## src/rtl/otter_mmio_pkg.sv

```systemverilog
// Shared constants for the OTTER MMIO hub: register offsets from BASE_AD
// and the FIFO_STAT bit layout, plus a helper that packs the status word.
package otter_mmio_pkg;

    // Register offsets relative to the hub base address
    localparam logic [31:0] OFS_IN        = 32'h000;
    localparam logic [31:0] OFS_OUT       = 32'h020;
    localparam logic [31:0] OUT_STRIDE    = 32'h020;
    localparam logic [31:0] OFS_FIFO_DATA = 32'h100;
    localparam logic [31:0] OFS_FIFO_STAT = 32'h104;
    localparam logic [31:0] OFS_IRQ_PEND  = 32'h108;
    localparam logic [31:0] OFS_IRQ_MASK  = 32'h10C;

    // FIFO_STAT field positions
    localparam int unsigned STAT_EMPTY_BIT = 0;
    localparam int unsigned STAT_FULL_BIT  = 1;
    localparam int unsigned STAT_OVF_BIT   = 2;
    localparam int unsigned STAT_COUNT_LSB = 16;
    localparam int unsigned STAT_COUNT_W   = 7;

    // Assemble the FIFO_STAT read value
    function automatic logic [31:0] fifo_stat(input logic [STAT_COUNT_W-1:0] count,
                                              input logic ovf,
                                              input logic full,
                                              input logic empty);
        logic [31:0] s;
        s = '0;
        s[STAT_COUNT_LSB +: STAT_COUNT_W] = count;
        s[STAT_OVF_BIT]   = ovf;
        s[STAT_FULL_BIT]  = full;
        s[STAT_EMPTY_BIT] = empty;
        return s;
    endfunction

endpackage

```

## src/rtl/mmio_sync_fifo.sv

```systemverilog
// Synchronous FIFO for the hub receive path.
// Ports: CLK, RST (sync, active-high); push/din write, pop advances head;
// dout is the head entry, empty/full/count describe occupancy.
// A pop while empty is ignored; a push while full only succeeds when a pop
// in the same cycle frees a slot.
module mmio_sync_fifo #(
    parameter int unsigned DEPTH = 8,
    parameter int unsigned W     = 8
) (
    input  logic                   CLK,
    input  logic                   RST,
    input  logic                   push,
    input  logic                   pop,
    input  logic [W-1:0]           din,
    output logic [W-1:0]           dout,
    output logic                   empty,
    output logic                   full,
    output logic [$clog2(DEPTH):0] count
);
    localparam int unsigned AW = $clog2(DEPTH);
    localparam int unsigned CW = AW + 1;

    logic [W-1:0]  mem [DEPTH];
    logic [AW-1:0] wr_ptr;
    logic [AW-1:0] rd_ptr;
    logic [CW-1:0] count_q;
    logic          do_push;
    logic          do_pop;

    assign empty   = (count_q == '0);
    assign full    = (count_q == CW'(DEPTH));
    assign count   = count_q;
    assign dout    = mem[rd_ptr];
    assign do_pop  = pop && !empty;
    assign do_push = push && (!full || do_pop);

    // Storage and pointers; power-of-two depth lets the pointers wrap naturally
    always_ff @(posedge CLK) begin
        if (RST) begin
            wr_ptr  <= '0;
            rd_ptr  <= '0;
            count_q <= '0;
            for (int unsigned k = 0; k < DEPTH; k++) begin
                mem[k] <= '0;
            end
        end else begin
            if (do_push) begin
                mem[wr_ptr] <= din;
                wr_ptr      <= wr_ptr + AW'(1);
            end
            if (do_pop) begin
                rd_ptr <= rd_ptr + AW'(1);
            end
            count_q <= count_q + CW'(do_push) - CW'(do_pop);
        end
    end

endmodule

```

## src/rtl/otter_mmio_hub.sv

```systemverilog
// Memory-mapped I/O hub for the OTTER IOBUS: synchronised input words,
// registered output words, edge-triggered interrupt controller and a
// receive FIFO for keyboard scancodes.
// Ports: CLK, RST (sync, active-high); IOBUS_ADDR/IOBUS_OUT/IOBUS_WR from
// the CPU, IOBUS_IN combinational read data; IN_DATA and IRQ_SRC async board
// inputs; OUT_DATA registered outputs; RX_DATA/RX_VALID FIFO push;
// INTR registered interrupt request.
module otter_mmio_hub
    import otter_mmio_pkg::*;
#(
    parameter logic [31:0] BASE_AD    = 32'h11000000,
    parameter int unsigned NUM_IN     = 2,
    parameter int unsigned NUM_OUT    = 2,
    parameter int unsigned OUT_W      = 16,
    parameter int unsigned NUM_IRQ    = 4,
    parameter int unsigned FIFO_DEPTH = 8,
    parameter int unsigned FIFO_W     = 8
) (
    input  logic                     CLK,
    input  logic                     RST,
    input  logic [31:0]              IOBUS_ADDR,
    input  logic [31:0]              IOBUS_OUT,
    input  logic                     IOBUS_WR,
    output logic [31:0]              IOBUS_IN,
    input  logic [NUM_IN*32-1:0]     IN_DATA,
    output logic [NUM_OUT*OUT_W-1:0] OUT_DATA,
    input  logic [NUM_IRQ-1:0]       IRQ_SRC,
    input  logic [FIFO_W-1:0]        RX_DATA,
    input  logic                     RX_VALID,
    output logic                     INTR
);
    localparam int unsigned CW = $clog2(FIFO_DEPTH) + 1;

    logic [31:0]              off;
    logic [NUM_IN*32-1:0]     in_s1, in_s2;
    logic [NUM_IRQ-1:0]       irq_s1, irq_s2, irq_prev;
    logic [NUM_IRQ-1:0]       pending, mask;
    logic                     intr_q;
    logic [NUM_OUT*OUT_W-1:0] out_q;
    logic [NUM_OUT-1:0]       out_we;
    logic                     ovf;
    logic                     wr_pop, wr_stat, wr_pend, wr_mask;
    logic [FIFO_W-1:0]        fifo_dout;
    logic                     fifo_empty, fifo_full;
    logic [CW-1:0]            fifo_count;
    logic                     wr_data_unused;

    assign off      = IOBUS_ADDR - BASE_AD;
    assign wr_pop   = IOBUS_WR && (off == OFS_FIFO_DATA);
    assign wr_stat  = IOBUS_WR && (off == OFS_FIFO_STAT);
    assign wr_pend  = IOBUS_WR && (off == OFS_IRQ_PEND);
    assign wr_mask  = IOBUS_WR && (off == OFS_IRQ_MASK);
    assign OUT_DATA = out_q;
    assign INTR     = intr_q;
    assign wr_data_unused = ^IOBUS_OUT;

    // Output register write enables; with NUM_OUT=8 the last slot aliases
    // FIFO_DATA and the FIFO register takes the access.
    always_comb begin
        out_we = '0;
        for (int unsigned j = 0; j < NUM_OUT; j++) begin
            if (IOBUS_WR && (off == OFS_OUT + OUT_STRIDE * 32'(j)) && (off < OFS_FIFO_DATA)) begin
                out_we[j] = 1'b1;
            end
        end
    end

    mmio_sync_fifo #(
        .DEPTH (FIFO_DEPTH),
        .W     (FIFO_W)
    ) u_rx_fifo (
        .CLK   (CLK),
        .RST   (RST),
        .push  (RX_VALID),
        .pop   (wr_pop),
        .din   (RX_DATA),
        .dout  (fifo_dout),
        .empty (fifo_empty),
        .full  (fifo_full),
        .count (fifo_count)
    );

    // Synchronisers, interrupt controller, output registers and overflow flag
    always_ff @(posedge CLK) begin
        if (RST) begin
            in_s1    <= '0;
            in_s2    <= '0;
            irq_s1   <= '0;
            irq_s2   <= '0;
            irq_prev <= '0;
            pending  <= '0;
            mask     <= '0;
            intr_q   <= 1'b0;
            out_q    <= '0;
            ovf      <= 1'b0;
        end else begin
            in_s1    <= IN_DATA;
            in_s2    <= in_s1;
            irq_s1   <= IRQ_SRC;
            irq_s2   <= irq_s1;
            irq_prev <= irq_s2;
            // A new edge wins over a simultaneous write-1-to-clear
            pending  <= (pending & ~(wr_pend ? IOBUS_OUT[NUM_IRQ-1:0] : '0))
                        | (irq_s2 & ~irq_prev);
            if (wr_mask) begin
                mask <= IOBUS_OUT[NUM_IRQ-1:0];
            end
            intr_q <= |(pending & mask);
            for (int unsigned j = 0; j < NUM_OUT; j++) begin
                if (out_we[j]) begin
                    out_q[j*OUT_W +: OUT_W] <= IOBUS_OUT[OUT_W-1:0];
                end
            end
            // A push into a full FIFO is lost unless a pop frees a slot this cycle
            ovf <= (ovf && !wr_stat) || (RX_VALID && fifo_full && !wr_pop);
        end
    end

    // Combinational read mux; unmapped offsets return zero
    always_comb begin
        IOBUS_IN = '0;
        for (int unsigned i = 0; i < NUM_IN; i++) begin
            if (off == OFS_IN + 32'(4 * i)) begin
                IOBUS_IN = in_s2[i*32 +: 32];
            end
        end
        for (int unsigned j = 0; j < NUM_OUT; j++) begin
            if ((off == OFS_OUT + OUT_STRIDE * 32'(j)) && (off < OFS_FIFO_DATA)) begin
                IOBUS_IN = 32'(out_q[j*OUT_W +: OUT_W]);
            end
        end
        case (off)
            OFS_FIFO_DATA: IOBUS_IN = fifo_empty ? '0 : 32'(fifo_dout);
            OFS_FIFO_STAT: IOBUS_IN = fifo_stat(STAT_COUNT_W'(fifo_count), ovf, fifo_full, fifo_empty);
            OFS_IRQ_PEND:  IOBUS_IN = 32'(pending);
            OFS_IRQ_MASK:  IOBUS_IN = 32'(mask);
            default:       ;
        endcase
    end

endmodule
```

## config.mk

```make
export PLATFORM = sky130hd
export DESIGN_NAME = otter_mmio_hub
export DESIGN_NICKNAME = d
export VERILOG_FILES = /design/src/rtl/otter_mmio_pkg.sv /design/src/rtl/mmio_sync_fifo.sv /design/src/rtl/otter_mmio_hub.sv
export SDC_FILE = /design/constraint.sdc
export NUM_CORES = 1
export LEC_CHECK = 0
export CAP_MARGIN = 0
export CORE_AREA = 2 2 146 148
export DETAILED_ROUTE_END_ITERATION = 12
export DIE_AREA = 0 0 148 150
export GPL_TIMING_DRIVEN = 0
export MAX_ROUTING_LAYER = met4
export PLACE_DENSITY = 0.81
export RECOVER_POWER = 25
export SLEW_MARGIN = 20
export SYNTH_ARGS = -nofsm -noshare
export SYNTH_HDL_FRONTEND = slang
export SYNTH_SLANG_ARGS = --single-unit
```

## constraint.sdc

```tcl
create_clock -name CLK -period 4.9 [get_ports CLK]
set_input_delay 0.98 -clock CLK [delete_from_list [all_inputs] [get_ports CLK]]
set_output_delay 0.98 -clock CLK [all_outputs]
set_load 0.02 [all_outputs]
```

==> results.sh <==
export IMPL_start_kind="input port"
export IMPL_path_clk_slew_ns=0.06
export IMPL_insertion_delay_ns=0.54
export IMPL_slew_limit_headroom_pct=37.8
export IMPL_p_per_area_nw_per_um2=354
export IMPL_crit_required_ns=3.92
export IMPL_viasPerCell=5.43
export IMPL_final_core_util_pct=64.1
export IMPL_h_tree_depth=1
export IMPL_grt_max_degree=15
export IMPL_synth_edff_count=64
export IMPL_rr_worst_depth=7
export IMPL_r2r_slack_ns=2.24
export IMPL_vias=7749
export IMPL_clockRootBuffer="clkbuf_16"
export IMPL_grt_first_pass_wirelength_mm=41.0
export IMPL_area_growth_pct=31.1
export IMPL_io_pins=209
export IMPL_wl_per_cell_um=18.8
export IMPL_place_hpwl_mm=19.5
export IMPL_synth_nets=1063
export IMPL_yosys_top_cells_area="dfxtp_1 39%, edfxtp_1 19%, nor2b_1 9.2%, and3_1 4.2%, mux4_2 3.6%"
export IMPL_grt_overflow=0
export IMPL_routabilityCongestion=0.896
export IMPL_final_setup_skew_ns=0.0109
export IMPL_yosysSeqAreaShare_pct=57.6
export IMPL_synthCells=910
export IMPL_min_period_ns=4.85
export IMPL_maxCapViolations=0
export IMPL_finalMaxSlewViolations=0
export IMPL_yosysWarnings=0
export IMPL_setup_viol=0
export IMPL_antenna_found_initial=2
export IMPL_worst_r2r_endpoint="u_rx_fifo.mem[7][3]$_SDFFCE_PN0P_"
export IMPL_first_global_vias=7731
export IMPL_ys_flop_type="dfxtp_1"
export IMPL_drive_above_1_share_pct=9.49
export IMPL_hold_viol=0
export IMPL_yosysTopAreaCell="dfxtp_1"
export IMPL_clock_path_buffers=3
export IMPL_worstMarginPinSlew_ns=0.933
export IMPL_path_class="in2out"
export IMPL_status="completed"
export IMPL_final_cells=1426
export IMPL_ant_nets=0
export IMPL_drc=0
export IMPL_cts_buffers=26
export IMPL_p_leak_nw=5.32
export IMPL_core_area_um2=20700
export IMPL_die_area_um2=22200
export IMPL_firstDrtPassIters=6
export IMPL_ys_ff_latch=259
export IMPL_critical_path_endpoint="IOBUS_IN[13]"
export IMPL_nets=1285
export IMPL_drt_iter0_drc=531
export IMPL_path_max_fanout=8
export IMPL_synth_top_area_share_pct=38.6
export IMPL_worstPathArrival_ns=3.87
export IMPL_reg2reg_from="u_rx_fifo.count[2]$_SDFF_PP0_"
export IMPL_routed_wl_mm=26.9
export IMPL_syn_area_per_cell_um2=11.1
export IMPL_cp_startpoint="IOBUS_ADDR[23]"
export IMPL_ir_worst_vdd_mv=0.316
export IMPL_initial_core_util_pct=48.9
export IMPL_numPortBuffers=189
export IMPL_die_y_um=150
export IMPL_ys_async_sr_fraction_pct=0
export IMPL_rows=53
export IMPL_cts_tree="built"
export IMPL_max_freq_ghz=0.206
export IMPL_fp_dieW_um=148
export IMPL_ys_types=56
export IMPL_endpoint_kind="output port"
export IMPL_dp_cells=1374
export IMPL_hold_class="reg2reg"
export IMPL_fin_crit_sh_pct=99.0
export IMPL_synth_cell_area_um2=10100
export IMPL_grtUsageTotal_pct=24.6
export IMPL_clock_sinks=259
## cell usage in the layout (no fill, tap or decap), types with 4 or more instances in the layout
master           count
a21o_1               6
clkbuf_16           26
nand2_1             49
buf_4                7
mux2_2               7
nor4_1               5
dfxtp_1            195
and2_1              18
a21oi_1             36
clkdlybuf4s15_1      8
clkbuf_1            53
nand2b_1             9
or4_1                6
nor2b_1            149
clkbuf_8             6
inv_1               15
nor4_4               4
mux4_2              16
clkdlybuf4s50_1    157
a31o_2               8
dlygate4sd2_1       15
or3_1                7
o2bb2ai_1            4
a22oi_1             26
edfxtp_1            64
clkbuf_2             9
mux2i_1             24
and3_1              68
o31ai_1              6
nand4_1              4
a22o_1              14
o21ai_0             21
ha_1                 8
nor2_1              33
## stage by stage
stage / hold WS [ns] / TNS, ns / setup slack, ns / area (µm²) / power [W]
floorplan: 0.414 / 0 / 0.711 / 10100 / 0.00263
global placement: 0.415 / -21.66 / -0.992 / 12400 / 0.00284
detailed placement: 0.423 / -18.33 / -0.730 / 12400 / 0.00286
CTS: 0.432 / -0.340 / -0.170 / 13200 / 0.00469
global route: 0.444 / -0.00174 / -0.00174 / 13300 / 0.00483
finish: 0.428 / 0 / 0.0467 / 13300 / 0.00469
## how the worst min path moves through the flow
stage                         startpoint  slack, ns                   end  depth (start not counted)
finish              in_s1[24]$_SDFF_PP0_       0.43  in_s2[24]$_SDFF_PP0_                          1
global route        irq_s1[1]$_SDFF_PP0_       0.44  irq_s2[1]$_SDFF_PP0_                          1
CTS                 in_s1[23]$_SDFF_PP0_       0.43  in_s2[23]$_SDFF_PP0_                          1
detailed placement  in_s1[32]$_SDFF_PP0_       0.42  in_s2[32]$_SDFF_PP0_                          1
global placement    in_s1[61]$_SDFF_PP0_       0.42  in_s2[61]$_SDFF_PP0_                          1
floorplan            in_s1[0]$_SDFF_PP0_       0.41   in_s2[0]$_SDFF_PP0_                          1
## layer usage
layer / track usage, % / vias to the layer above / share of wire, % / wire (µm)
li1: - / 3677 / - / -
met1: 30.2 / 3675 / 40 / 10700
met2: 40.5 / 335 / 49 / 13100
met3: 4.94 / 62 / 8.1 / 2190
met4: 8.90 / 0 / 3.5 / 945
met5: - / - / 0 / 0
## cell usage after synthesis (all sizes together), types with 2 or more instances
master and count:
a21o 6, a21oi 36, a221o 3, a22o 14, a22oi 26, a311oi 2, a31o 8, a31oi 3
a32oi 3, and2 18, and3 68, buf 9, clkbuf 53, dfxtp 195, edfxtp 64, ha 8
inv 15, mux2 7, mux2i 24, mux4 16, nand2 49, nand2b 9, nand3 3, nand4 4
nor2 33, nor2b 149, nor3 5, nor4 9, o21a 2, o21ai 23, o2bb2ai 4, o31ai 6
o32ai 4, or2 3, or3 9, or4 7, xnor2 2
## critical path, cell delays in order
cell and delay [ns]:
clkdlybuf4s50_1 0.41, or4_1 0.52, clkbuf_1 0.22, nor4_1 0.61
nand2b_1 0.39, o21ai_0 0.38, clkdlybuf4s15_1 0.36
## report_power, final
part	internal, W	switching (W)
Clock	0.00106	0.000804
Combinational	0.000223	0.000262
Sequential	0.00230	0.0000403
## registers in the layout, summed over array words and instances, names as in the netlist, named ones only
name              count
INTR                  1
OUT_DATA             32
in_s1                64
in_s2                64
irq_prev              4
irq_s1                4
irq_s2                4
mask                  4
ovf                   1
pending               4
u_rx_fifo.count       4
u_rx_fifo.mem        64
u_rx_fifo.rd_ptr      3
u_rx_fifo.wr_ptr      3
## cells by family after synthesis
family | count (synthesis) | synth area share [%]
and+or+nand+nor | 373 | 21.5
DFF | 259 | 57.6
AOI/OAI and AO/OA | 143 | 9.70
buffers and inverters | 77 | 3.15
muxes | 47 | 6.72
adders and majority gates | 9 | 1.19
xor gates and xnor gates | 2 | 0.173
## final cells by class
cell class	instances	area (µm²)
antenna	2	5.00
buffer	61	282
clock buffer	39	752
clock inverter	6	51.3
fill	1591	7430
inverter	15	56.3
multi-input combinational	574	4060
sequential	259	5830
tap	275	344
timing repair buffer	195	1890
## what timing repair did
action | CTS | global route
hold buffers | 0 | 0
pin swaps | 2 | 1
setup buffers | 3 | 3
gates cloned | 0 | 0
endpoints found under the setup margin | 32 | 29
resized for setup | 48 | 35
Power figures use the tool's default switching activity.
